**src/rtl/gsim_mem_responder_pkg.sv**
```systemverilog
// Shared definitions for the GSIM matrix-memory responder: bus widths,
// FSM state encodings and the per-read tag carried down the read pipeline.
package gsim_mem_responder_pkg;

  localparam int unsigned MEM_AW = 10;
  localparam int unsigned MEM_DW = 256;

  typedef enum logic [1:0] {
    S_IDLE  = 2'd0,
    S_LOAD  = 2'd1,
    S_SERVE = 2'd2
  } state_e;

  // One entry per accepted read travelling alongside the SRAM access
  typedef struct packed {
    logic vld;
    logic oob;
  } rd_tag_t;

endpackage

```
**src/rtl/gsim_rd_pipe.sv**
```systemverilog
// RD_LAT-deep valid/oob shift register plus the returned-data register;
// out-of-range reads return a zero word.
module gsim_rd_pipe
  import gsim_mem_responder_pkg::*;
#(
  parameter int unsigned RD_LAT = 1
) (
  input  logic              i_clk,
  input  logic              i_reset,
  input  rd_tag_t           i_tag,
  input  logic [MEM_DW-1:0] i_sram_rdata,
  output logic [MEM_DW-1:0] o_dout,
  output logic              o_dout_vld,
  output logic              o_oob
);

  rd_tag_t [RD_LAT-1:0] pipe;
  rd_tag_t              tail;

  assign tail = pipe[RD_LAT-1];

  always_ff @(posedge i_clk) begin
    if (i_reset) begin
      pipe       <= '0;
      o_dout     <= '0;
      o_dout_vld <= 1'b0;
      o_oob      <= 1'b0;
    end else begin
      pipe[0] <= i_tag;
      for (int unsigned i = 1; i < RD_LAT; i++) begin
        pipe[i] <= pipe[i-1];
      end
      o_dout_vld <= tail.vld;
      o_oob      <= tail.vld & tail.oob;
      // data holds between returns
      if (tail.vld) begin
        o_dout <= tail.oob ? '0 : i_sram_rdata;
      end
    end
  end

endmodule

```
**src/rtl/gsim_mem_responder.sv**
```systemverilog
// Responder for the GSIM matrix-memory read port: preload FSM, read/write
// arbitration onto the single-port SRAM and in-flight read accounting.
module gsim_mem_responder
  import gsim_mem_responder_pkg::*;
#(
  parameter int unsigned RD_LAT  = 1,
  parameter int unsigned DEPTH   = 1024,
  parameter int unsigned MAX_OUT = RD_LAT + 1
) (
  input  logic              i_clk,
  input  logic              i_reset,
  input  logic              i_mem_rreq,
  input  logic [MEM_AW-1:0] i_mem_addr,
  output logic              o_mem_rrdy,
  output logic [MEM_DW-1:0] o_mem_dout,
  output logic              o_mem_dout_vld,
  output logic              o_mem_oob,
  input  logic              i_ld_wen,
  input  logic [MEM_AW-1:0] i_ld_addr,
  input  logic [MEM_DW-1:0] i_ld_data,
  input  logic              i_ld_done,
  output logic              o_ld_rdy,
  output logic              o_sram_cen,
  output logic              o_sram_wen,
  output logic [MEM_AW-1:0] o_sram_addr,
  output logic [MEM_DW-1:0] o_sram_wdata,
  input  logic [MEM_DW-1:0] i_sram_rdata
);

  localparam int unsigned CW = $clog2(MAX_OUT + 1);

  state_e        state;
  state_e        state_nxt;
  logic [CW-1:0] outstanding;
  logic          ld_acc;
  logic          rd_acc;
  logic          rd_oob;
  logic          slot_free;
  rd_tag_t       rd_tag;

  assign rd_oob = 32'(i_mem_addr) >= DEPTH;
  // a word returning this cycle frees its slot, so full-rate reads never bubble
  assign slot_free = (outstanding < CW'(MAX_OUT)) || o_mem_dout_vld;
  assign rd_tag    = '{vld: rd_acc, oob: rd_oob};

  always_ff @(posedge i_clk) begin
    if (i_reset) begin
      state <= S_IDLE;
    end else begin
      state <= state_nxt;
    end
  end

  always_comb begin
    state_nxt    = state;
    o_mem_rrdy   = 1'b0;
    o_ld_rdy     = 1'b1;
    ld_acc       = 1'b0;
    rd_acc       = 1'b0;
    o_sram_cen   = 1'b0;
    o_sram_wen   = 1'b0;
    o_sram_addr  = i_mem_addr;
    o_sram_wdata = i_ld_data;
    if (!i_reset) begin
      case (state)
        S_SERVE: begin
          o_mem_rrdy = slot_free && !i_ld_wen;
          o_ld_rdy   = (outstanding == '0);
        end
        default: begin
          o_mem_rrdy = 1'b0;
          o_ld_rdy   = 1'b1;
        end
      endcase
      ld_acc = i_ld_wen && o_ld_rdy;
      rd_acc = i_mem_rreq && o_mem_rrdy;
      if (ld_acc) begin
        o_sram_cen  = 1'b1;
        o_sram_wen  = 1'b1;
        o_sram_addr = i_ld_addr;
      end else if (rd_acc && !rd_oob) begin
        o_sram_cen = 1'b1;
      end
      if (i_ld_done) begin
        state_nxt = S_SERVE;
      end else if (ld_acc) begin
        state_nxt = S_LOAD;
      end
    end
  end

  always_ff @(posedge i_clk) begin
    if (i_reset) begin
      outstanding <= '0;
    end else if (rd_acc && !o_mem_dout_vld) begin
      outstanding <= outstanding + CW'(1);
    end else if (!rd_acc && o_mem_dout_vld) begin
      outstanding <= outstanding - CW'(1);
    end
  end

  gsim_rd_pipe #(
    .RD_LAT (RD_LAT)
  ) u_rd_pipe (
    .i_clk        (i_clk),
    .i_reset      (i_reset),
    .i_tag        (rd_tag),
    .i_sram_rdata (i_sram_rdata),
    .o_dout       (o_mem_dout),
    .o_dout_vld   (o_mem_dout_vld),
    .o_oob        (o_mem_oob)
  );

endmodule

```
**config.mk**
```make
export PLATFORM = sky130hd
export DESIGN_NAME = gsim_mem_responder
export DESIGN_NICKNAME = d
export VERILOG_FILES = /design/src/rtl/gsim_mem_responder_pkg.sv /design/src/rtl/gsim_rd_pipe.sv /design/src/rtl/gsim_mem_responder.sv
export SDC_FILE = /design/constraint.sdc
export NUM_CORES = 1
export LEC_CHECK = 0
export ABC_CLOCK_PERIOD_IN_PS = 2120
export CORE_AREA = 5 5 417 419
export CTS_CLUSTER_DIAMETER = 40
export CTS_CLUSTER_SIZE = 24
export DETAILED_ROUTE_END_ITERATION = 10
export DIE_AREA = 0 0 422 424
export HOLD_SLACK_MARGIN = 0.08
export SYNTH_ARGS = -nofsm -noshare
export SYNTH_HDL_FRONTEND = slang
export SYNTH_SLANG_ARGS = --single-unit
```
**constraint.sdc**
```tcl
create_clock -name i_clk -period 2.12 [get_ports i_clk]
set_clock_uncertainty 0.2 [all_clocks]
set_input_delay 0.424 -clock i_clk [delete_from_list [all_inputs] [get_ports i_clk]]
set_output_delay 0.424 -clock i_clk [all_outputs]
set_load 0.005 [all_outputs]
```
==> qor.log, run 1 <==
INFO  run_status     run_status=finished, violations left
INFO  run_status     failed_checks=negative setup slack
INFO  cts            cts.path.max_buffers=3
INFO  global_routing grt-ovfl-total=0
INFO  pwr            power_density=772.6mW/mm²
INFO  sta            setup_viol=16
INFO  global_routing globalRoute.busiestLayer=met2
INFO  yosys          yosys_register_bits=262
INFO  pwr            cellLeakagePower=0.007455µW
INFO  critical_path  cp_data_arrival_time=2.11ns
INFO  global_routing first_global_vias=9485
INFO  layout         area_growth_syn_to_layout=73.30%
INFO  sta            timing.hold.ws=0.1967ns
INFO  min_path       hold_path_class=in -> reg
INFO  global_routing maximum_number_of_pins_on_one_net_before_global_route_repair=143
INFO  route          routed_via_count=9723
INFO  critical_path  wp_data_required=1.50ns
INFO  yosys          syn_area=0.01141mm²
INFO  yosys          synthDistinctLibCells=26
INFO  cts            clock_insertion_delay_worst_skew=0.64ns
INFO  layout         layout-drive-gt1-share=0.1428
INFO  sta            max_freq=0.3656GHz
INFO  cts            cts_made_buffers=54
INFO  floorplanning  start_util=0.06702
INFO  global_routing grt_pass1_wl=134200µm
INFO  sta            totalNegativeSetupSlack=-8.080ns
INFO  sta            tightest_slew=0.8690ns
INFO  yosys          netlist_instances=1126
INFO  floorplanning  floorplan.core_area=0.1702mm²
INFO  job            maxCapViolCount=0
INFO  critical_path  path_max_fanout=5
INFO  critical_path  critical_path_class=reg -> out
INFO  route          drt_iter0_markers=480
INFO  global_routing met3_usage_grt=0.1463
INFO  floorplanning  die_w=422µm
INFO  sta            timing.slew.headroom=0.4207
INFO  critical_path  timing.critical_path.to_type=primary output
INFO  route          post_dr_vias_cell=2.562
INFO  global_routing grtUsageMet2=0.1911
INFO  cts            clock_sinks=262
INFO  yosys          ys.warnings.count=0
INFO  yosys          sequential_fraction_of_the_synthesis_area=0.4598
INFO  sta            slew_viol_final=0
INFO  cts            reg_clk_slew_reported_paths=0.05ns
INFO  layout         final_cell_count_no_fill=3795
INFO  route          wl_per_cell=29.84µm
INFO  route          route.final.wire_length=113300µm
INFO  global_routing grt_antenna_before_repair=133
INFO  cts            tritoncts=done
INFO  yosys          syn_nets=1664
INFO  sta            final_hold_viol_count=0
INFO  yosys          syn-mean-instance-area=10.13µm²
INFO  route          drt_drc_violations_left=0
INFO  cts            root_buffer=clkbuf_16
INFO  floorplanning  die_h=424µm
INFO  layout         most-common-layout-cells=clkdlybuf4s50_1, nor2_1, mux2i_1, dfxtp_1, dlygate4sd2_1
INFO  placement      numPlacedInstances=3634
INFO  floorplanning  num_rows=152
INFO  placement      gp_congestion=0.7651
INFO  global_routing grtUsageTotal=0.1208
INFO  sta            finalCritPeriodShare=1.290
INFO  route          drtPass1Iterations=4
INFO  floorplanning  design.portCount=1065
INFO  cts            h_tree_levels=2
INFO  sta            grt_setup_unrepaired=yes
INFO  layout         final_nets=2006
INFO  placement      port_buffers=551
INFO  pwr            irDropWorstVdd=622.2µV
INFO  layout         most_frequent_standard_cell_in_the_layout_excluding_fill_and_tap_cells=clkdlybuf4s50_1
INFO  floorplanning  die_area=0.1789mm²
INFO  route          postRouteAntennaNets=0
INFO  sta            worst_slack=-0.6150ns
INFO  placement      place.detailed.hpwl=100200µm
INFO  critical_path  startpoint_type=flip-flop
INFO  placement      dp_slack=-0.6089ns
INFO  sta            crit_path_time_final=2.735ns
INFO  global_routing grtUsageMet1=0.08533
-- worst max-delay path: stages (launching register included) --
cell and delay (ns):
dfxtp_2 0.31, nand2b_4 0.14, buf_6 0.12, o211ai_4 0.23
buf_12 0.17, mux2_4 0.35, buf_12 0.14
-- power by group --
group / switching (µW) / internal, µW / total [µW]
sequential: 37.6 / 5000 / 5040
combinational: 470 / 747 / 1220
clock: 3180 / 5840 / 9020
total: 3690 / 11600 / 15300
-- per-layer routing --
layer	up-vias	wire length [µm]
met5	-	494
met4	8	5124
met3	335	28540
met2	836	51000
met1	4363	28110
li1	4181	-
-- area by class of cell --
cell class / count / area (µm²)
repair buffers: 602 / 5762
flip-flops and latches: 262 / 5255
clock inverters: 32 / 416.7
inverters: 4 / 15.01
multi-input cells: 544 / 3915
clock buffers: 69 / 1489
fillers: 19450 / 150400
well taps: 2233 / 2794
diodes: 49 / 122.6
-- worst paths after layout --
| check | cells past startpoint | endpoint | slack (ns) | startpoint |
|---|---|---|---|---|
| max | 6 | o_sram_addr[1] | -0.62 | state[0] |
| min | 3 | u_rd_pipe.o_dout[98] | 0.20 | i_sram_rdata[98] |
| max reg2reg | 10 | outstanding[1] | -0.18 | state[0] |
| min reg2reg | 2 | u_rd_pipe.o_dout[30] | 0.28 | u_rd_pipe.o_dout[30] |
-- sequential cells by signal, summed over array words and instances, names as in the netlist --
register / cells
outstanding: 2
state: 2
u_rd_pipe.o_dout: 256
u_rd_pipe.o_dout_vld: 1
u_rd_pipe.pipe: 1
-- cells in the mapped netlist --
library cell    n  area (µm²)
a2111oi_4       1       27.53
a211oi_1        1       7.510
a21oi_1         1       5.000
and2_1          2       12.51
buf_2          26       130.1
buf_4         280        2102
buf_6           4       45.04
clkbuf_1        6       22.52
conb_1          1       3.750
dfxtp_1       262        5245
ha_1            1       12.51
inv_1           4       15.01
mux2_2          1       11.26
mux2_4          9       135.1
mux2i_1       256        2562
nand2b_2        1       8.760
nor2_1        257       964.7
nor2_2          1       6.260
nor2b_1         2       12.51
o211a_1         1       10.01
o211ai_2        1       12.51
o21ai_0         3       15.01
o2bb2ai_1       1       8.760
or3_1           1       6.260
or3_2           1       7.510
xor2_1          2       17.52
-- stage by stage --
step,power (µW),instance area (µm²),utilization
3_5_place_dp,6366,17900,0.1052
3_3_place_gp,6360,17900,0.1052
6_report,15270,19770,0.1161
5_1_grt,15830,19670,0.1156
4_1_cts,15610,19690,0.1157
2_1_floorplan,5807,11410,-
-- cell families after synthesis --
family,count (synthesis),synth area share
other,1,0.0003287
buffers and inverters,320,0.2029
DFF,262,0.4598
xor gates and xnor gates,2,0.001536
and+or+nand+nor,265,0.08928
AOI/OAI and AO/OA,9,0.007568
muxes,266,0.2375
adders and majority gates,1,0.001097
-- timing repair --
| item | in CTS | in global routing |
|---|---|---|
| pin swaps | 3 | 3 |
| hold buffers | 1 | 0 |
| endpoints found under the hold margin | 42 | 0 |
| gates resized for setup | 319 | 56 |
| endpoints found under the setup margin | 270 | 51 |
| setup buffers | 7 | 3 |
| gates cloned | 1 | 0 |
(Power assumes the default switching activity.)
==> run 2, diff against run 1 <==
==> constraint.sdc (replaced) <==
create_clock -name i_clk -period 2.12 [get_ports i_clk]
set_clock_uncertainty 0.2 [all_clocks]
set_input_delay 0.212 -clock i_clk [delete_from_list [all_inputs] [get_ports i_clk]]
set_output_delay 0.212 -clock i_clk [all_outputs]
set_load 0.005 [all_outputs]
==> run 2 against run 1 <==
- the run still ends with negative setup slack left
- combinational power grew 43%
- sequential share of layout area shrank 3.2 points
- critical path depth is the same
- sequential power is essentially flat
- critical endpoint is now o_sram_addr[2]
- largest cell class unchanged
- highest routed layer unchanged
==> qor.log, run 2 (synthesized netlist as in run 1, its figures left out) <==
INFO  layout         reg.largest.list=u_rd_pipe.o_dout: 256 flops, outstanding: 2 flops, state: 2 flops
INFO  route          drt_drc_violations_left=0
INFO  critical_path  path_max_fanout=6
INFO  cts            reg_clk_slew_reported_paths=0.05ns
INFO  sta            crit_path_time_final=2.527ns
INFO  critical_path  timing.critical_path.to_type=primary output
INFO  critical_path  max_stage_delay=0.37ns
INFO  layout         most-common-layout-cells=clkdlybuf4s50_1, dlygate4sd3_1, nor2_1, dfxtp_1, mux2i_1
INFO  global_routing maximum_number_of_pins_on_one_net_before_global_route_repair=136
INFO  layout         most_frequent_standard_cell_in_the_layout_excluding_fill_and_tap_cells=clkdlybuf4s50_1
INFO  critical_path  worst_path_dominant_cell_family=buffers and inverters
INFO  cts            cts.path.max_buffers=3
INFO  route          drtPass1Iterations=5
INFO  placement      place.detailed.hpwl=99750µm
INFO  layout         fillcell_total=19180
INFO  pwr            power_density=710.6mW/mm²
INFO  route          route.final.wire_length=114700µm
INFO  sta            totalNegativeSetupSlack=-4.844ns
INFO  critical_path  startpoint_type=flip-flop
INFO  pwr            irDropWorstVdd=500.9µV
INFO  job            maxCapViolCount=0
INFO  sta            worst_slack=-0.4071ns
INFO  cts            tritoncts=done
INFO  global_routing first_global_vias=11070
INFO  placement      gp_congestion=0.7479
INFO  route          post_dr_vias_cell=2.680
INFO  critical_path  cp_data_arrival_time=2.12ns
INFO  sta            tightest_slew=0.7984ns
INFO  critical_path  critical-path-slowest-cell=mux2_4
INFO  sta            final_hold_viol_count=0
INFO  floorplanning  num_rows=152
INFO  placement      dp_slack=-0.2051ns
INFO  pwr            seq_power_share=0.316
INFO  cts            clock_sinks=262
INFO  floorplanning  start_util=0.06702
INFO  floorplanning  die_area=0.1789mm²
INFO  global_routing grtUsageTotal=0.1228
INFO  route          met1_length=30710µm
INFO  sta            slew_viol_final=0
INFO  route          wl_per_cell=28.70µm
INFO  sta            grt_setup_unrepaired=yes
INFO  pwr            cellLeakagePower=0.008090µW
INFO  route          routed_via_count=10710
INFO  pwr            power=15950µW
INFO  pwr            comb_power_share=0.109
INFO  sta            timing.slew.headroom=0.4677
INFO  global_routing grt_pass1_wl=138500µm
INFO  pwr            internal_power_consumption=12000µW
INFO  cts            cts_made_buffers=57
INFO  pwr            clock_power_share=0.575
INFO  layout         largest_register_ffs=256
INFO  critical_path  path_buf_inv=3
INFO  floorplanning  design.portCount=1065
INFO  critical_path  wp_data_required=1.71ns
INFO  route          met2_wirelength=51340µm
INFO  route          postRouteAntennaNets=0
INFO  critical_path  critical_path.cell_chain=nand2b_4 > buf_6 > o211ai_4 > buf_12 > mux2_4 > buf_12
INFO  critical_path  crit_top_cell=buf_12
INFO  route          wl_met3=26690µm
INFO  floorplanning  die_w=422µm
INFO  placement      port_buffers=551
INFO  layout         final_nets=2247
INFO  sta            timing.hold.ws=0.2240ns
INFO  layout         area_growth_syn_to_layout=96.72%
INFO  cts            root_buffer=clkbuf_16
INFO  cts            h_tree_levels=2
INFO  layout         layout-drive-gt1-share=0.09687
INFO  floorplanning  floorplan.core_area=0.1702mm²
INFO  floorplanning  die_h=424µm
INFO  sta            setup_viol=16
INFO  run_status     run_status=finished, violations left
INFO  pwr            power.switching_fraction=0.2473
INFO  route          drt_iter0_markers=431
INFO  pwr            power.net_switching=3943µW
INFO  min_path       hold_path_class=in -> out
INFO  route          highest_layer=met5
INFO  cts            clock_insertion_delay_worst_skew=0.63ns
INFO  sta            finalCritPeriodShare=1.192
INFO  global_routing grt-ovfl-total=0
INFO  global_routing grt_antenna_before_repair=113
INFO  layout         regMostFlops=u_rd_pipe.o_dout
INFO  critical_path  critical_path_class=reg -> out
INFO  sta            max_freq=0.3957GHz
INFO  run_status     failed_checks=negative setup slack
run 2: path summary, 6_finish.rpt:
kind | start | to | slack, ns | cells past startpoint
worst max register to register | state[0] | outstanding[1] | -0.20 | 9
worst min register to register | u_rd_pipe.o_dout[71] | u_rd_pipe.o_dout[71] | 0.29 | 2
worst max-delay path | state[0] | o_sram_addr[2] | -0.41 | 6
worst min-delay path | i_ld_data[135] | o_sram_wdata[135] | 0.22 | 0
run 2: layout make-up:
type,instances,area (µm²),area share
tap,2233,2794,0.1245
inverter,4,17.52,0.0007806
sequential,262,5254,0.2341
timing repair buffer,840,8501,0.3788
clock buffer,68,1508,0.06719
clock inverter,37,450.4,0.02007
multi-input combinational,544,3899,0.1737
antenna,7,17.52,0.0007806
run 2: what timing repair did:
action                                  4_1_cts  5_1_grt
endpoints found under the setup margin      107       33
pin swaps                                     4        4
cloned                                        1        0
endpoints found under the hold margin       262        0
hold buffers                                260        0
setup buffers                                 6        1
resized for setup                           127       23
run 2: power by group through the flow:
stage,clock network (µW),registers [µW],logic [µW]
global placement,0,5130,1210
global route,9680,5040,1860
detailed placement,0,5130,1210
floorplan,0,5130,673
finish,9170,5040,1740
CTS,9460,5040,1800
run 2: per-stage QoR:
step / cells / utilization / area [µm²]
2_1_floorplan: 1126 / - / 11410
3_3_place_gp: 3616 / 0.1045 / 17790
3_5_place_dp: 3616 / 0.1045 / 17790
4_1_cts: 3988 / 0.1314 / 22360
5_1_grt: 3992 / 0.1318 / 22430
6_report: 3995 / 0.1318 / 22440
run 2: metal layers:
layer,GRT usage,up-vias
met5,0.03091,-
met1,0.09312,4723
met3,0.1365,399
li1,-,4624
met2,0.1978,947
met4,0.04196,12
==> run 3, diff against run 2 <==
- ABC_CLOCK_PERIOD_IN_PS: 2120 -> unset
- HOLD_SLACK_MARGIN: 0.08 -> 0.03
==> run 3 against run 2 <==
- the flow still finishes with violations (negative setup slack)
- register-to-register slack about the same
- sequential cell count stayed put
- largest power group unchanged
- highest routed layer unchanged
- critical endpoint unchanged
- critical path depth stayed put
- global-route usage about the same
- sequential power is essentially flat
- critical path type unchanged
- fmax barely moved
- wire length is essentially flat
- final cell count barely moved
- worst setup slack lost 0.0024 ns
- first-iteration DRC count up 4.6%
==> qor.log, run 3 (synthesized netlist as in run 1, its figures left out) <==
INFO  critical_path  startpoint_type=flip-flop
INFO  layout         final_area=0.02241mm²
INFO  critical_path  critical_path_class=reg -> out
INFO  route          route.final.wire_length=114700µm
INFO  layout         area_growth_syn_to_layout=96.48%
INFO  route          wl_per_cell=28.71µm
INFO  route          routed_via_count=10680
INFO  floorplanning  design.portCount=1065
INFO  critical_path  cp_data_arrival_time=2.12ns
INFO  sta            final_hold_viol_count=0
INFO  layout         regMostFlops=u_rd_pipe.o_dout
INFO  global_routing grt_pass1_wl=138500µm
INFO  route          postRouteAntennaNets=0
INFO  route          post_dr_vias_cell=2.675
INFO  global_routing grt_antenna_before_repair=113
INFO  placement      dp_slack=-0.2051ns
INFO  sta            slew_viol_final=0
INFO  layout         final_nets=2244
INFO  placement      place.detailed.hpwl=99750µm
INFO  sta            tightest_slew=0.8007ns
INFO  sta            grt_setup_unrepaired=yes
INFO  floorplanning  die_w=422µm
INFO  layout         layout-drive-gt1-share=0.09703
INFO  cts            clock_insertion_delay_worst_skew=0.63ns
INFO  run_status     failed_checks=negative setup slack
INFO  pwr            power=15940µW
INFO  cts            h_tree_levels=2
INFO  cts            root_buffer=clkbuf_16
INFO  layout         most-common-layout-cells=clkdlybuf4s50_1, nor2_1, dfxtp_1
INFO  global_routing first_global_vias=11070
INFO  floorplanning  num_rows=152
INFO  cts            reg_clk_slew_reported_paths=0.05ns
INFO  cts            clock_sinks=262
INFO  cts            cts_made_buffers=57
INFO  route          drt_drc_violations_left=0
INFO  pwr            cellLeakagePower=0.008078µW
INFO  placement      gp_congestion=0.7479
INFO  route          drtPass1Iterations=5
INFO  pwr            power_density=711.3mW/mm²
INFO  run_status     run_status=finished, violations left
INFO  layout         most_frequent_standard_cell_in_the_layout_excluding_fill_and_tap_cells=clkdlybuf4s50_1
INFO  cts            cts.path.max_buffers=3
INFO  layout         largest_register_ffs=256
INFO  global_routing maximum_number_of_pins_on_one_net_before_global_route_repair=136
INFO  cts            tritoncts=done
INFO  global_routing grtUsageTotal=0.1228
INFO  sta            timing.slew.headroom=0.4662
INFO  floorplanning  floorplan.core_area=0.1702mm²
INFO  critical_path  path_max_fanout=6
INFO  min_path       hold_path_class=in -> reg
INFO  job            maxCapViolCount=0
INFO  placement      placed_instance_area=0.01779mm²
INFO  placement      port_buffers=551
INFO  sta            setup_viol=16
INFO  floorplanning  start_util=0.06702
INFO  critical_path  wp_data_required=1.71ns
INFO  route          drt_iter0_markers=451
INFO  floorplanning  die_area=0.1789mm²
INFO  sta            worst_slack=-0.4094ns
INFO  critical_path  timing.critical_path.to_type=primary output
INFO  floorplanning  die_h=424µm
INFO  global_routing grt-ovfl-total=0
INFO  sta            max_freq=0.3953GHz
INFO  pwr            irDropWorstVdd=500.6µV
INFO  layout         fillcell_total=19180
INFO  layout         reg.largest.list=u_rd_pipe.o_dout: 256 flops, outstanding: 2 flops, state: 2 flops
INFO  sta            finalCritPeriodShare=1.193
INFO  sta            crit_path_time_final=2.529ns
-- run 3: cell types whose count changed in the layout (fill, tap and decap cells not counted), sizes merged --
| cell | change |
|---|---|
| diode | +1 |
| dlygate4sd3 | -3 |
-- run 3: what timing repair did --
action,in CTS,in global routing
setup endpoints to repair,107,33
hold buffers,257,0
hold endpoints to repair,260,0
pin swaps,4,4
gates resized for setup,127,23
gates cloned,1,0
setup buffers,6,1
-- run 3: layout make-up --
| cell class | instances | area (µm²) | area share |
|---|---|---|---|
| sequential | 262 | 5254 | 0.2344 |
| antenna | 8 | 20.02 | 0.0008932 |
| clock buffer | 68 | 1508 | 0.06727 |
| multi-input combinational | 544 | 3899 | 0.1740 |
| timing repair buffer | 837 | 8471 | 0.3779 |
| tap | 2233 | 2794 | 0.1247 |
| clock inverter | 37 | 450.4 | 0.02010 |
| inverter | 4 | 17.52 | 0.0007816 |
-- run 3: path summary, 6_finish.rpt --
check	start	endpoint	slack (ns)	cells after the start
worst max-delay path	state[0]	o_sram_addr[2]	-0.41	6
worst min-delay path	i_sram_rdata[152]	u_rd_pipe.o_dout[152]	0.09	3
worst max register to register	state[0]	outstanding[1]	-0.21	9
worst min register to register	u_rd_pipe.o_dout[71]	u_rd_pipe.o_dout[71]	0.29	2
-- run 3: critical path, stage by stage (launching register included) --
cell,delay (ns)
dfxtp_2,0.31
nand2b_4,0.14
buf_6,0.12
o211ai_4,0.22
buf_12,0.17
mux2_4,0.37
buf_12,0.15
-- run 3: power by group --
| part | total (µW) | internal [µW] | leakage, µW | switching [µW] |
|---|---|---|---|---|
| logic | 1730 | 1060 | 0.00503 | 670 |
| clock network | 9170 | 5930 | 0.000933 | 3240 |
| registers | 5040 | 5000 | 0.00212 | 38.0 |
| total | 15900 | 12000 | 0.00808 | 3940 |
-- run 3: routing by layer --
layer / track usage / part of all wire / vias up
li1: - / - / 4619
met3: 0.1359 / 0.23 / 398
met5: 0.03091 / 0.0069 / -
met1: 0.09336 / 0.27 / 4680
met2: 0.1965 / 0.45 / 973
met4: 0.04458 / 0.046 / 12
-- run 3: through the flow --
step | utilization | setup TNS [ns] | instances | hold slack, ns
finish | 0.1317 | -4.892 | 3993 | 0.09020
global placement | 0.1045 | -0.4137 | 3616 | 0.2240
CTS | 0.1312 | -5.902 | 3985 | 0.03214
global route | 0.1316 | -6.351 | 3991 | 0.08845
floorplan | - | 0 | 1126 | 0.08476
detailed placement | 0.1045 | -0.5359 | 3616 | 0.2240
